===== src/rtl/adapter_from_bus_pkg.sv =====
// Shared rulec constants and types for the bus/message adapters.
package adapter_from_bus_pkg;

   localparam int BEAT_WIDTH   = 32;
   localparam int WORD_BEATS   = 4;
   localparam int LENGTH_WIDTH = 16;
   localparam int WORD_WIDTH   = BEAT_WIDTH * WORD_BEATS;

   typedef enum logic {
      FILL = 1'b0,
      HOLD = 1'b1
   } state_t;

   // One assembled message as exchanged with the downstream adapter.
   // The length field holds the beat count minus one.
   typedef struct packed {
      logic [WORD_WIDTH-1:0]   v;
      logic [LENGTH_WIDTH-1:0] length;
   } message_t;

endpackage


===== src/rtl/adapter_from_bus.sv =====
// adapter_from_bus: packs a last-terminated stream of beats, little-end-first,
// into one message word with a beats-minus-one length field.
// Optional feature: define ADAPTER_FROM_BUS_ERR_EN to add a sticky 'err'
// output flagging dropped beats and length saturation.
module adapter_from_bus
  import adapter_from_bus_pkg::*;
#(
  parameter int BEAT_WIDTH = adapter_from_bus_pkg::BEAT_WIDTH,
  parameter int WORD_BEATS = adapter_from_bus_pkg::WORD_BEATS
)(
  input  logic                             CLK,
  input  logic                             nRST,
  input  logic                             in_enq__ENA,
  input  logic [BEAT_WIDTH-1:0]            in_enq_v,
  input  logic                             in_enq_last,
  output logic                             in_enq__RDY,
  output logic                             out_enq__ENA,
  output logic [BEAT_WIDTH*WORD_BEATS-1:0] out_enq_v,
  output logic [LENGTH_WIDTH-1:0]          out_enq_length,
`ifdef ADAPTER_FROM_BUS_ERR_EN
  output logic                             err,
`endif
  input  logic                             out_enq__RDY
);

  localparam int WW = BEAT_WIDTH * WORD_BEATS;
  localparam int SW = (WORD_BEATS > 1) ? $clog2(WORD_BEATS) : 1;
  localparam logic [LENGTH_WIDTH-1:0] BEATS_L = LENGTH_WIDTH'(WORD_BEATS);
  localparam logic [LENGTH_WIDTH-1:0] CNT_MAX = '1;

  state_t                  state, state_nxt;
  logic [LENGTH_WIDTH-1:0] count;
  logic [LENGTH_WIDTH-1:0] length_q;
  logic [WW-1:0]           buffer;
  logic                    beat_xfer;
  logic                    msg_xfer;

  assign in_enq__RDY  = (state == FILL);
  assign out_enq__ENA = (state == HOLD);
  assign beat_xfer    = in_enq__ENA & in_enq__RDY;
  assign msg_xfer     = out_enq__ENA & out_enq__RDY;

  assign out_enq_v      = buffer;
  assign out_enq_length = length_q;

  always_ff @(posedge CLK) begin
    if (!nRST) state <= FILL;
    else       state <= state_nxt;
  end

  always_comb begin
    state_nxt = state;
    case (state)
      FILL: if (beat_xfer && in_enq_last) state_nxt = HOLD;
      HOLD: if (msg_xfer)                 state_nxt = FILL;
      default:                            state_nxt = FILL;
    endcase
  end

  always_ff @(posedge CLK) begin
    if (!nRST) begin
      buffer   <= '0;
      count    <= '0;
      length_q <= '0;
    end else if (msg_xfer) begin
      buffer <= '0;
      count  <= '0;
    end else if (beat_xfer) begin
      if (count < BEATS_L)
        buffer[BEAT_WIDTH*count[SW-1:0] +: BEAT_WIDTH] <= in_enq_v;
      if (count != CNT_MAX)
        count <= count + 1'b1;
      if (in_enq_last)
        length_q <= count;
    end
  end

`ifdef ADAPTER_FROM_BUS_ERR_EN
  always_ff @(posedge CLK) begin
    if (!nRST)
      err <= 1'b0;
    else if (beat_xfer && ((count >= BEATS_L) || (count == CNT_MAX - 1'b1)))
      err <= 1'b1;
  end
`endif

endmodule


===== config.mk =====
export PLATFORM = sky130hd
export DESIGN_NAME = adapter_from_bus
export DESIGN_NICKNAME = d
export VERILOG_FILES = /design/src/rtl/adapter_from_bus_pkg.sv /design/src/rtl/adapter_from_bus.sv
export SDC_FILE = /design/constraint.sdc
export NUM_CORES = 1
export LEC_CHECK = 0
export ABC_AREA = 1
export BUFFER_PORTS_ARGS = -buffer_cell sky130_fd_sc_hd__buf_2
export CORE_ASPECT_RATIO = 0.8
export CORE_UTILIZATION = 40
export CTS_BUF_LIST = sky130_fd_sc_hd__clkbuf_4 sky130_fd_sc_hd__clkbuf_8
export DETAILED_ROUTE_END_ITERATION = 6
export SLEW_MARGIN = 10
export SYNTH_ARGS = -nofsm -noshare
export SYNTH_HDL_FRONTEND = slang
export SYNTH_SLANG_ARGS = --single-unit

===== constraint.sdc =====
create_clock -name CLK -period 1.8 [get_ports CLK]
set_input_delay 0.09 -clock CLK [delete_from_list [all_inputs] [get_ports CLK]]
set_output_delay 0.09 -clock CLK [all_outputs]
set_load 0.03 [all_outputs]

==> results list <==
* Run status: finished, violations left
- The final reports fail on design-rule violations.
- Number of buffers created by CTS: 17
- The final-report hold violation count was 0.
- After detailed routing, the average wire length per cell comes to 14.9 um.
* Post-synthesis average cell area: 6.05 um2
- Effective utilization at floorplan: 0.410
* Post-detailed-route count of antenna-violating nets: 0
* Crit Path Class: flip-flop to flip-flop
- CTS max path bufs: 2
- Number of vias after detailed routing: 8924
- Compared with the post-synthesis result, the final layout area differs by 24.2%.
* Final worst clock skew: 0.0133 ns
- The routed design could run at a clock period as short as 1.68 ns.
* Number of global-route vias before repair: 7846
* CP max stage cell: sky130_fd_sc_hd__dfxtp_2
- The layout has 2172 filler cells.
- Net Count, Synth: 1448
- Ordered list of cells on the worst path: inv_2, ha_4, inv_2, nor3_4, buf_4, nand2_1, nand4_1, nand2_1, nor2_1
* Maximum number of pins on one net before global-route repair: 71
* Number of synthesized register bits: 161
- The congestion estimate from routability-driven global placement came to 0.839.
* Root Buffer Master: sky130_fd_sc_hd__clkbuf_8
- Using the TritonRoute via totals, the vias-per-cell ratio works out to 4.80.
- In this run the worst path has a maximum fanout of 8.
- Asr flop ratio synth: 0
* GRT Total Usage: 0.250
- Top cells by instance count after synthesis: sky130_fd_sc_hd__nand2_1 (455), sky130_fd_sc_hd__inv_1 (294), sky130_fd_sc_hd__nor2_1 (169)
- Count of port buffers added during placement: 182
* Worst slew margin relative to its limit: 0.632
- Cell Area, Placed: 9940 um2
- Broken down by cell family, the worst path's largest delay share belongs to simple AND/OR/NAND/NOR gates.
- Clock tree synthesis found a total of 161 sinks.
* Leading register cell type out of synthesis: sky130_fd_sc_hd__dfxtp_1
- In this run the horizontal extent of the chip is 165 um.
- Total Die Area: 21900 um2
- Endpoint of the worst-slack reg-to-reg timing path: out_enq_v[66]
* Pwr dens: 804 nW/um2
* YS warnings: 0
- In this run the register-to-register setup slack is 0.12 ns.
- Clock-pin slew reported for the worst setup and hold paths after clock tree synthesis: 0.09 ns
- In this run the vertical extent of the chip is 132 um.
- After floorplanning, the core was sized to cover 20800 um2.
- Fraction of final layout cells sized beyond drive strength 1: 0.190
- Setup crit end kind: flip-flop
- Number of antenna violations at the first check in global routing: 0
- Summed over all layers, the routed wires come to 27600 um.
- In this design, the stage delay of the slowest critical-path cell is 0.36 ns.
* Hold Path Class: input port to flip-flop
- The worst register-to-register path has a depth of 9.
- In this run the number of H-tree levels came out at 4.
* Number of enable-type register cells in the synthesized netlist: 0
* Critical Path Stages: 9
- Area used by multi-input combinational logic: 3850 um2
- Counting every instance in the synthesized netlist gives 1406.
- For this block, the initial DRC count from the detailed router was 852.
- Timing would allow up to 595 MHz.
- STA classifies the critical path startpoint as a flip-flop.
- Fraction of post-synthesis cell area in the top cell type by area: 0.379
* DRC violation count after routing: 1
- After routing the design area is 10600 um2.
- Part of the cycle the worst path needs: 0.934
* Source of the worst register-to-register timing path: count[0]
* Fin. max-slew vios: 0
- The share of the Yosys chip area taken by registers is 0.379.
* Total buffers and inverters traversed by the critical path: 3
- Reg area: 3230 um2
- Detailed placement finished with a half-perimeter wire length of 19500 um.
- In this run the worst setup path terminates at out_enq_v[66].
- Ranking of synthesized cells by area: sky130_fd_sc_hd__dfxtp_1 (38%), sky130_fd_sc_hd__nand2_1 (20%), sky130_fd_sc_hd__inv_1 (13%), sky130_fd_sc_hd__nand4_1 (9.8%), sky130_fd_sc_hd__nor2_1 (7.5%)
- Summed over all instances, the cell type with the most area after synthesis is sky130_fd_sc_hd__dfxtp_1.
- Critical Path Start: count[0]
- Post-Route Utilization: 0.509
- At the worst endpoint, the arrival time is 2.09 ns.
- In this run the cell area of the synthesized design comes to 8510 um2.
- First-pass iteration count of the detailed router: 7
* Boundary pin count: 183
* Static Leak: 5.48 nW
- Count of cell types in the netlist: 23
- After floorplanning, the core was divided into 47 placement rows.
- Setup violations remaining at the end of the flow were counted as 0.
- CP required: 2.21 ns
- 0 antenna diodes ended up in the layout.
- The later pin in the worst-skew pair is clocked with a latency of 0.47 ns.
- The first global-routing pass estimated 42500 um of wire.
- The worst-case IR drop observed on VDD is 0.405 mV.
- Max-cap violation count: 0
* CTS tree: done
- Summed over all layers, the global routing overflow is 0.
- Slew at the pin closest to its max-slew limit: 0.550 ns
- Among all cell types in the netlist, the one instantiated most often is sky130_fd_sc_hd__nand2_1.
- At the end of the flow, the number of nets in the layout was 1620.
-- placed cells by master, fill, tap and decap left out, types with 2 or more instances in the layout --
cell type	n
sky130_fd_sc_hd__xor2_1	5
sky130_fd_sc_hd__nand3_1	44
sky130_fd_sc_hd__buf_6	7
sky130_fd_sc_hd__clkinvlp_4	2
sky130_fd_sc_hd__dlygate4sd3_1	2
sky130_fd_sc_hd__nand4_1	133
sky130_fd_sc_hd__ha_2	2
sky130_fd_sc_hd__clkbuf_16	4
sky130_fd_sc_hd__inv_2	3
sky130_fd_sc_hd__a21oi_1	29
sky130_fd_sc_hd__nor3_4	2
sky130_fd_sc_hd__inv_1	291
sky130_fd_sc_hd__nor2_1	163
sky130_fd_sc_hd__clkinv_4	2
sky130_fd_sc_hd__clkinv_2	3
sky130_fd_sc_hd__buf_4	41
sky130_fd_sc_hd__dfxtp_2	2
sky130_fd_sc_hd__nand3_2	2
sky130_fd_sc_hd__nand2_1	454
sky130_fd_sc_hd__buf_12	10
sky130_fd_sc_hd__nor2_2	5
sky130_fd_sc_hd__nand3_4	2
sky130_fd_sc_hd__ha_1	2
sky130_fd_sc_hd__clkbuf_8	20
sky130_fd_sc_hd__buf_2	182
sky130_fd_sc_hd__inv_6	3
sky130_fd_sc_hd__dfxtp_1	159
-- state kept, by name (all words and copies together), names as in the netlist --
signal and cells:
count 16, out_enq__ENA 1, out_enq_length 16, out_enq_v 128
-- worst min path at each step --
stage                       startpoint           endpoint  slack [ns]  cells after the start
after detailed placement   in_enq_last  out_enq_length[3]        0.42                      3
after global placement    out_enq__RDY       out_enq__ENA        0.42                      3
after global routing              nRST          count[10]        0.02                      5
final                             nRST          count[15]        0.02                      5
after floorplan           out_enq__RDY       out_enq__ENA        0.27                      2
after CTS                  in_enq_v[0]       out_enq_v[0]      0.0008                      5
-- what timing repair did --
| action | in CTS | in global routing |
|---|---|---|
| endpoints found under the setup margin | 0 | 126 |
| resized for setup | 0 | 30 |
| hold endpoints to repair | 9 | 0 |
| hold buffers | 2 | 0 |
| setup buffers | 0 | 3 |
-- through the flow --
step	total power [mW]	cells	TNS, ns	worst slack (ns)	hold slack (ns)
after floorplan	5.15	1406	0	0.0403	0.272
after global placement	5.77	1818	0	0.0912	0.417
after detailed placement	5.79	1818	0	0.0310	0.422
after CTS	8.44	1852	0	0.00950	0.000788
after global routing	8.94	1860	-0.0286	-0.0116	0.0228
final	8.50	1860	0	0.119	0.0157
-- layout make-up --
class | count | share of cell area
repair buffers | 248 | 0.157
well taps | 269 | 0.0319
clock inverters | 11 | 0.00983
inverters | 295 | 0.105
flip-flops and latches | 161 | 0.305
multi-input cells | 855 | 0.364
clock buffers | 21 | 0.0268
-- where the power goes --
part / internal, mW / switching, mW / total, mW / leakage, nW
Combinational: 0.655 / 1.35 / 2.01 / 3.98
Clock: 1.23 / 1.44 / 2.67 / 0.196
Sequential: 3.72 / 0.0980 / 3.82 / 1.31
Total: 5.60 / 2.89 / 8.50 / 5.48
-- tightest hold or removal path: cells and delay by family --
family	cells	cell delay, ns
compound gates	1	0.08
buf+inv	2	0.18
simple gates	2	0.11
-- per-layer routing --
layer  part of all wire  up-vias  routed length (um)  global-route usage
li1                   -     4567                   -                   -
met1               0.47     3980               13000               0.374
met2               0.43      351               11700               0.363
met3              0.089       26                2460              0.0520
met4              0.014        0                 377              0.0571
met5                  0        -                   0                   0
-- kinds of logic (layout without fill, tap and decap cells) --
family | count (synthesis) | after routing | share of synthesized area
simple gates | 812 | 812 | 0.410
buf+inv | 390 | 575 | 0.178
flops | 161 | 161 | 0.379
compound gates | 32 | 32 | 0.0188
xor+xnor | 6 | 6 | 0.00618
fa+ha+maj | 5 | 5 | 0.00735
Power figures use the tool's default switching activity.
